`src/rtl/fft_peak_detector.sv`:
```
// fft_peak_detector: AXI-Stream sink for a complex FFT output frame. Computes re^2+im^2 per bin
// in a three-stage pipeline, tracks the strongest bin of the positive-frequency half and hands the
// result out on a valid/ready port together with a framing-error flag.
// Optional feature: define FFT_PEAK_DC_EN to make bin 0 (DC) a peak candidate.
module fft_peak_detector #(
  parameter int unsigned NFFT  = 2048,
  parameter int unsigned LOG2N = 11,
  parameter int unsigned DW    = 16
) (
  input  logic                 clk_in,
  input  logic                 rst_in,
  input  logic [2*DW-1:0]      s_axis_tdata,
  input  logic                 s_axis_tvalid,
  input  logic                 s_axis_tlast,
  output logic                 s_axis_tready,
  output logic [LOG2N-1:0]     peak_bin,
  output logic [2*DW:0]        peak_mag,
  output logic                 peak_valid,
  input  logic                 peak_ready,
  output logic                 frame_err
);

  localparam int unsigned PW = 2 * DW;      // product width
  localparam int unsigned MW = 2 * DW + 1;  // magnitude width, extra bit carries the sum
  localparam logic [LOG2N-1:0] LastBin = LOG2N'(NFFT - 1);

  typedef enum logic [1:0] {StAccum, StDrain, StReport} state_e;

  state_e             state_q;
  logic               tready_q;
  logic               peak_valid_q;
  logic [LOG2N-1:0]   peak_bin_q;
  logic [MW-1:0]      peak_mag_q;
  logic               frame_err_q;
  logic               err_q;

  logic [LOG2N-1:0]   cnt_q, cnt_d;

  logic               s1_vld_q, s1_last_q;
  logic [LOG2N-1:0]   s1_bin_q;
  logic [PW-1:0]      s1_re2_q, s1_im2_q;

  logic               s2_vld_q, s2_last_q;
  logic [LOG2N-1:0]   s2_bin_q;
  logic [MW-1:0]      s2_mag_q;

  logic               s3_vld_q, s3_last_q;
  logic [LOG2N-1:0]   max_bin_q;
  logic [MW-1:0]      max_mag_q;
`ifdef FFT_PEAK_DC_EN
  logic               max_vld_q;  // low means "no candidate yet", i.e. max is -1
`endif

  logic               accept;
  logic               at_last;
  logic               eof;
  logic               eof_err;
  logic               clr;
  logic               in_window;
  logic               upd;
  logic signed [PW-1:0] re_w, im_w;

  assign s_axis_tready = tready_q;
  assign peak_valid    = peak_valid_q;
  assign peak_bin      = peak_bin_q;
  assign peak_mag      = peak_mag_q;
  assign frame_err     = frame_err_q;

  // Beat acceptance and end-of-frame detection
  always_comb begin
    accept  = s_axis_tvalid & tready_q;
    at_last = (cnt_q == LastBin);
    eof     = accept & (s_axis_tlast | at_last);
    // tlast and the terminal count must coincide; either one alone is a framing error
    eof_err = s_axis_tlast ^ at_last;
    clr     = peak_valid_q & peak_ready;
    re_w    = {{DW{s_axis_tdata[DW-1]}}, s_axis_tdata[DW-1:0]};
    im_w    = {{DW{s_axis_tdata[PW-1]}}, s_axis_tdata[PW-1:DW]};
  end

  // Bin counter next state: advances per accepted beat, wraps at end of frame
  always_comb begin
    cnt_d = cnt_q;
    if (accept) begin
      cnt_d = eof ? '0 : cnt_q + LOG2N'(1);
    end
  end

  // Bin counter register
  always_ff @(posedge clk_in or posedge rst_in) begin
    if (rst_in) begin
      cnt_q <= '0;
    end else begin
      cnt_q <= cnt_d;
    end
  end

  // S1: square both components and tag the beat with its bin and end-of-frame flag
  always_ff @(posedge clk_in or posedge rst_in) begin
    if (rst_in) begin
      s1_vld_q  <= 1'b0;
      s1_last_q <= 1'b0;
      s1_bin_q  <= '0;
      s1_re2_q  <= '0;
      s1_im2_q  <= '0;
    end else begin
      s1_vld_q <= accept;
      if (accept) begin
        s1_last_q <= s_axis_tlast | at_last;
        s1_bin_q  <= cnt_q;
        // Squares are never negative, so the low PW bits hold them exactly (max 2^(PW-2))
        s1_re2_q  <= PW'(re_w * re_w);
        s1_im2_q  <= PW'(im_w * im_w);
      end
    end
  end

  // S2: sum of squares into MW bits
  always_ff @(posedge clk_in or posedge rst_in) begin
    if (rst_in) begin
      s2_vld_q  <= 1'b0;
      s2_last_q <= 1'b0;
      s2_bin_q  <= '0;
      s2_mag_q  <= '0;
    end else begin
      s2_vld_q <= s1_vld_q;
      if (s1_vld_q) begin
        s2_last_q <= s1_last_q;
        s2_bin_q  <= s1_bin_q;
        s2_mag_q  <= {1'b0, s1_re2_q} + {1'b0, s1_im2_q};
      end
    end
  end

  // S3 candidate test: positive-frequency half only, strictly-greater so ties keep the lower bin
  always_comb begin
`ifdef FFT_PEAK_DC_EN
    in_window = s2_vld_q & ~s2_bin_q[LOG2N-1];
    upd       = in_window & (~max_vld_q | (s2_mag_q > max_mag_q));
`else
    in_window = s2_vld_q & ~s2_bin_q[LOG2N-1] & (s2_bin_q != '0);
    upd       = in_window & (s2_mag_q > max_mag_q);
`endif
  end

  // S3: running maximum, cleared when the result is taken
  always_ff @(posedge clk_in or posedge rst_in) begin
    if (rst_in) begin
      s3_vld_q  <= 1'b0;
      s3_last_q <= 1'b0;
      max_bin_q <= '0;
      max_mag_q <= '0;
`ifdef FFT_PEAK_DC_EN
      max_vld_q <= 1'b0;
`endif
    end else begin
      s3_vld_q  <= s2_vld_q;
      s3_last_q <= s2_vld_q & s2_last_q;
      if (clr) begin
        max_bin_q <= '0;
        max_mag_q <= '0;
`ifdef FFT_PEAK_DC_EN
        max_vld_q <= 1'b0;
`endif
      end else if (upd) begin
        max_bin_q <= s2_bin_q;
        max_mag_q <= s2_mag_q;
`ifdef FFT_PEAK_DC_EN
        max_vld_q <= 1'b1;
`endif
      end
    end
  end

  // Frame FSM with registered ready, result and error outputs
  always_ff @(posedge clk_in or posedge rst_in) begin
    if (rst_in) begin
      state_q      <= StAccum;
      tready_q     <= 1'b0;
      peak_valid_q <= 1'b0;
      peak_bin_q   <= '0;
      peak_mag_q   <= '0;
      frame_err_q  <= 1'b0;
      err_q        <= 1'b0;
    end else begin
      unique case (state_q)
        StAccum: begin
          tready_q <= 1'b1;
          if (eof) begin
            state_q  <= StDrain;
            tready_q <= 1'b0;
            err_q    <= eof_err;
          end
        end
        StDrain: begin
          // The tagged final beat has been folded into the max once it leaves S3
          if (s3_vld_q && s3_last_q) begin
            state_q      <= StReport;
            peak_valid_q <= 1'b1;
            peak_bin_q   <= max_bin_q;
            peak_mag_q   <= max_mag_q;
            frame_err_q  <= err_q;
          end
        end
        StReport: begin
          if (peak_ready) begin
            state_q      <= StAccum;
            peak_valid_q <= 1'b0;
            frame_err_q  <= 1'b0;
            tready_q     <= 1'b1;
          end
        end
        default: begin
          state_q  <= StAccum;
          tready_q <= 1'b0;
        end
      endcase
    end
  end

endmodule

```
`config.mk`:
```
export PLATFORM = sky130hd
export DESIGN_NAME = fft_peak_detector
export DESIGN_NICKNAME = d
export VERILOG_FILES = /design/src/rtl/fft_peak_detector.sv
export SDC_FILE = /design/constraint.sdc
export NUM_CORES = 2
export LEC_CHECK = 0
export BUFFER_PORTS_ARGS = -buffer_cell sky130_fd_sc_hd__buf_2
export CAP_MARGIN = 20
export CELL_PAD_IN_SITES_DETAIL_PLACEMENT = 1
export CELL_PAD_IN_SITES_GLOBAL_PLACEMENT = 2
export CORE_ASPECT_RATIO = 0.8
export CORE_MARGIN = 8
export CORE_UTILIZATION = 42
export CTS_CLUSTER_SIZE = 16
export DETAILED_ROUTE_END_ITERATION = 16
export PLACE_DENSITY = 0.92
export SETUP_SLACK_MARGIN = 0.15
export SLEW_MARGIN = 20
export SYNTH_ARGS = -nofsm -noshare
export SYNTH_HDL_FRONTEND = slang
export SYNTH_SLANG_ARGS = --single-unit
```
`constraint.sdc`:
```
create_clock -name clk_in -period 9.9 [get_ports clk_in]
set_input_delay 0.99 -clock clk_in [delete_from_list [all_inputs] [get_ports clk_in]]
set_output_delay 0.99 -clock clk_in [all_outputs]
set_load 0.02 [all_outputs]
```
# Yosys cells after proc, flatten, opt, wreduce, memory -nomap -nowiden
# Cells that the tools add are included.
# Widths: inputs -> output; s select.
# word_totals
ff_bits	230
out_inout_bits	47
rom_bits	0
latch_bits	0
wordCells	70
mem_bits_rw	0
memories	0
# op_classes
n_addsub	2
n_mul	2
bitwise_logic	11
mux	17
magnitude_cmp	1
n_reduce_logical	10
eq_ne	6
shift	0
div	0
# ops
op	n
$mux 33	2
$mul 16x16->32	2
$add 32x32->33	1
$gt 33x33->1	1
$mux 11	3
$add 11x1->11 const B	1
$eq 11x11->1 const B	1
$reduce_bool 11->1	1
$and 1x1->1	7
$mux 2	3
$ne 2x2->1 const B	3
$pmux 2 s3	1
$reduce_and 2->1	3
$reduce_and 3->1	2
$mux 1	5
$pmux 1 s2	2
$reduce_bool 2->1	2
$pmux 1 s3	1
$eq 2x1->1 const B	1
$eq 2x2->1 const B	1
$logic_not 2->1	1
$not 1->1	2
$logic_and 1x1->1	1
$or 1x1->1	1
$xor 1x1->1	1

# Logic depth before layout (Yosys ltp)
# depth
ltp_word	6
mapped_depth	26
ltp_nobuf	24

# Worst setup path before layout
# Ideal clock, no wire load.
# synth_path
path_kind	input to register
start	input port s_axis_tdata[17]
end	register s1_im2_q[29]
arrival_ns	6.689
cell_stages	23
path_buffers	3
slack_ns	3.082
path_cell_list	clkbuf_1 clkbuf_1 nand2_1 fa_1 fa_1 fa_1 inv_1 fa_1 fa_1 inv_1 fa_1 inv_1 ha_1 clkbuf_1 and3_1 a221oi_1 o21bai_1 a211oi_2 o21ai_1 a311o_1 a21oi_1 xor2_1 o21ai_1
# synth_between
elab_chain_cells	1
# synth_rtl
element	line_no	text
start: declaration	12	input logic [2*DW-1:0] s_axis_tdata,
$mul 16x16->32	113	s1_im2_q <= PW'(im_w * im_w);
end signal: assignment	113	
end: declaration	41	logic [PW-1:0] s1_re2_q, s1_im2_q;
# Every way passes these cells.
# A chain may end at the register's enable or synchronous reset.

# Final worst setup path
# layout_path
start	input port s_axis_tdata[15]
end	register s1_re2_q[30]
# layout_between
elab_chain_cells	1
# layout_rtl
element	line_no	text
$mul 16x16->32	112	s1_re2_q <= PW'(re_w * re_w);
end signal: assignment	112	
end: declaration	41	
# Every way passes these cells.

==> summary.md <==
| Metric | Value |
|---|---|
| Status | finished, final reports clean |
| Starting Density | 42.1% |
| Net count after synthesis | 3,800 |
| Setup TNS | 0 ns |
| Number of buffers created by CTS | 25 |
| Dominant synthesized flop cell | dfrtp_1 |
| Crit path launch type | input port |
| Clock Skew | 0.0161 ns |
| Reg2reg start | s2_mag_q[22] |
| Fin. max-slew vios | 0 |
| Cts-stage hold buffer count | 0 |
| Crit path launch | s_axis_tdata[15] |
| Worst Path Arrival | 7.46 ns |
| Critical Path RT | 10.28 ns |
| Antenna viol nets, final | 0 |
| Clk root buf | clkbuf_16 |
| Post-synthesis instance total | 3,049 |
| Synth top area cells | fa_1 (33%), dfrtp_1 (20%), ha_1 (11%) |
| CTS sink count | 228 |
| Seq cells post-synth | 228 |
| CTS resizes | 0 |
| Sequential fraction of the synthesis area | 19.8% |
| Vias per cell | 5.04 |
| Routability Congestion | 0.830 |
| Endpoints failing setup | 0 |
| Fin Hold WS | 0.440 ns |
| Period utilization | 71.6% |
| RSZ-0062 raised after global routing | false |
| Port Buffer Count | 83 |
| Initial antenna violation count | 0 |
| GRT Overall Usage | 18.6% |
| Worst path max stage delay | 0.93 ns |
| Wire length of the first global-routing pass | 118 mm |
| R2R Path End | max_bin_q[3] |
| Layout area overhead | 7.39% |
| Synthesized cell area | 0.0288 mm2 |
| CTS tree | built |
| Detail Placement HPWL | 57.3 mm |
| Clock slew at reported path FFs | 0.06 ns |
| Layout cells sized above 1 | 6.38% |
| Worst slew margin | 41.5% |
| Antenna Cells | 0 |
| R2R depth | 9 |
| Fin. Hold Viols | 0 |
| CP endpoint kind | flip-flop |
| Post-route DRC | 0 |
| Core ar. | 0.0683 mm2 |
| Layout Utilization | 45.2% |
| Critical Path Stages | 19 |
| DIE AREA | 0.0772 mm2 |
| Fin nets | 3,825 |
| Worst setup path class | in2reg |
| Reg area | 0.00571 mm2 |
| Area of the multi-input gates | 0.0201 mm2 |
| Dominant cell type by area after synthesis | fa_1 |
| Worst Setup EP | s1_re2_q[30] |
| Final instance area | 0.0309 mm2 |
| F_max | 141 MHz |
| Rows | 86 |
| Vias in the first global route | 22,700 |
| Starting DRT DRC Count | 1,006 |
| Largest net degree at the start of global routing | 115 |
| Fillers | 7,837 |
| Drt first pass iters | 5 |
| Worst-Skew Late Latency | 0.55 ns |
| YS warnings | 0 |
| Critical Path, Cell by Cell | buf_2 > clkinv_1 > nor2_1 > fa_1 > fa_1 > fa_1 > fa_1 > fa_1 > inv_1 > fa_1 > inv_1 > ha_1 > a21oi_1 > o21ai_0 > a221oi_1 > a21oi_1 > a31oi_1 > xor2_1 > o21ai_0 |
| Setup slack, reg-to-reg | 6.32 ns |
| Async S/R FF share, synth | 100% |
| Die H | 250 um |
| Cell mode on critical path | fa_1 |
| H-tree depth | 1 |
| Hold_sp | s2_vld_q |
| Min cycle time layout | 7.09 ns |
| Via count | 20,200 |
| CP Max Fanout | 17 |
| # Max-Cap Violations | 0 |
| Overflow after GRT | 0 |
| Slowest-stage cell, CP | fa_1 |
| Cell variety after synth | 65 |
| Commonest cells after routing, fill and taps aside | inv_1 (684), fa_1 (468), nand2_1 (413) |
| DR WL/cell | 17.3 um |
| Mean Syn Cell Area | 9.44 um2 |
| Maximum clock insertion buffer count | 3 |
| Post-CTS Setup Inserts | 0 |
| Synth top area share | 32.6% |
| Num ports | 84 |
| Worst-Margin Slew | 0.877 ns |
| Area post-placement | 0.0301 mm2 |
| DIE WIDTH | 309 um |
| Hold WC Path Type | reg2reg |
| Commonest non-fill, non-tap cell in the layout | inv_1 |
| CP top delay family | adder cells |
| Routed wire length | 69.2 mm |
| Buf+Inv Stages, Crit Path | 4 |
| Number of synthesized flops with an enable pin | 0 |
==> cells in the mapped netlist (all sizes together), types with 4 or more instances <==
master / n
nor3b: 6
ha: 246
a21oi: 78
and3: 20
nand3b: 4
mux2: 43
o21bai: 19
a31oi: 10
nand2: 415
nor3: 16
a21o: 59
xnor2: 76
a31o: 9
a22o: 5
a211oi: 16
o21ai: 144
and2: 77
o211ai: 10
o21a: 10
nor2b: 9
inv: 685
nor4: 4
nand2b: 18
or3: 4
or2: 7
fa: 468
mux2i: 49
nand4: 12
buf: 10
dfrtp: 228
xor2: 32
o31ai: 11
nand3: 26
clkbuf: 82
nor2: 106
==> layer usage <==
| layer | GRT usage [%] | wire length, um | vias to the layer above |
|---|---|---|---|
| met5 | 0 | 0 | - |
| met4 | 2.99 | 1070 | 0 |
| met3 | 1.64 | 2340 | 67 |
| met2 | 30.7 | 32500 | 240 |
| met1 | 27.1 | 33300 | 10400 |
| li1 | - | - | 9488 |
==> stage by stage <==
| step | setup WS (ns) | std cells |
|---|---|---|
| final | 2.81 | 4013 |
| after detailed placement | 2.23 | 3971 |
| after global routing | 2.30 | 4013 |
| after CTS | 2.80 | 4013 |
| after floorplan | 2.66 | 3049 |
| after global placement | 2.46 | 3971 |
==> state kept, by name (all words and copies together), names as in the netlist <==
signal         count
max_mag_q         33
peak_mag          33
s2_mag_q          33
s1_im2_q          31
s1_re2_q          31
cnt_q             11
max_bin_q         11
peak_bin          11
s1_bin_q          11
s2_bin_q          11
state_q            2
err_q              1
frame_err          1
peak_valid         1
s1_last_q          1
s1_vld_q           1
s2_last_q          1
s2_vld_q           1
s3_last_q          1
s3_vld_q           1
s_axis_tready      1
==> cell type report <==
cell class	count	area share, %
sequential	228	18.5
inverter	687	8.37
tap	924	3.74
clock inverter	6	0.328
multi-input combinational	2042	65.2
timing repair buffer	90	1.51
clock buffer	36	2.35
==> worst min path at each step <==
| stage | to | depth (start not counted) |
|---|---|---|
| after floorplan | s3_vld_q | 0 |
| after global placement | s3_vld_q | 0 |
| after detailed placement | s3_vld_q | 0 |
| after CTS | s3_vld_q | 0 |
| after global routing | s3_vld_q | 0 |
| final | s3_vld_q | 0 |
==> cells by family after synthesis <==
| logic type | Yosys count | synth area share (%) |
|---|---|---|
| flip-flops | 228 | 19.8 |
| AO/OA/AOI/OAI | 394 | 8.61 |
| AND/OR/NAND/NOR | 734 | 11.4 |
| adder cells (fa/ha/maj) | 714 | 43.3 |
| multiplexers | 92 | 3.39 |
| buffers and inverters | 779 | 10.2 |
| XOR/XNOR | 108 | 3.29 |
Power is left out: the tool's default activity adds up to more than one toggle a clock period on the data nets, which glitch-free logic cannot reach.
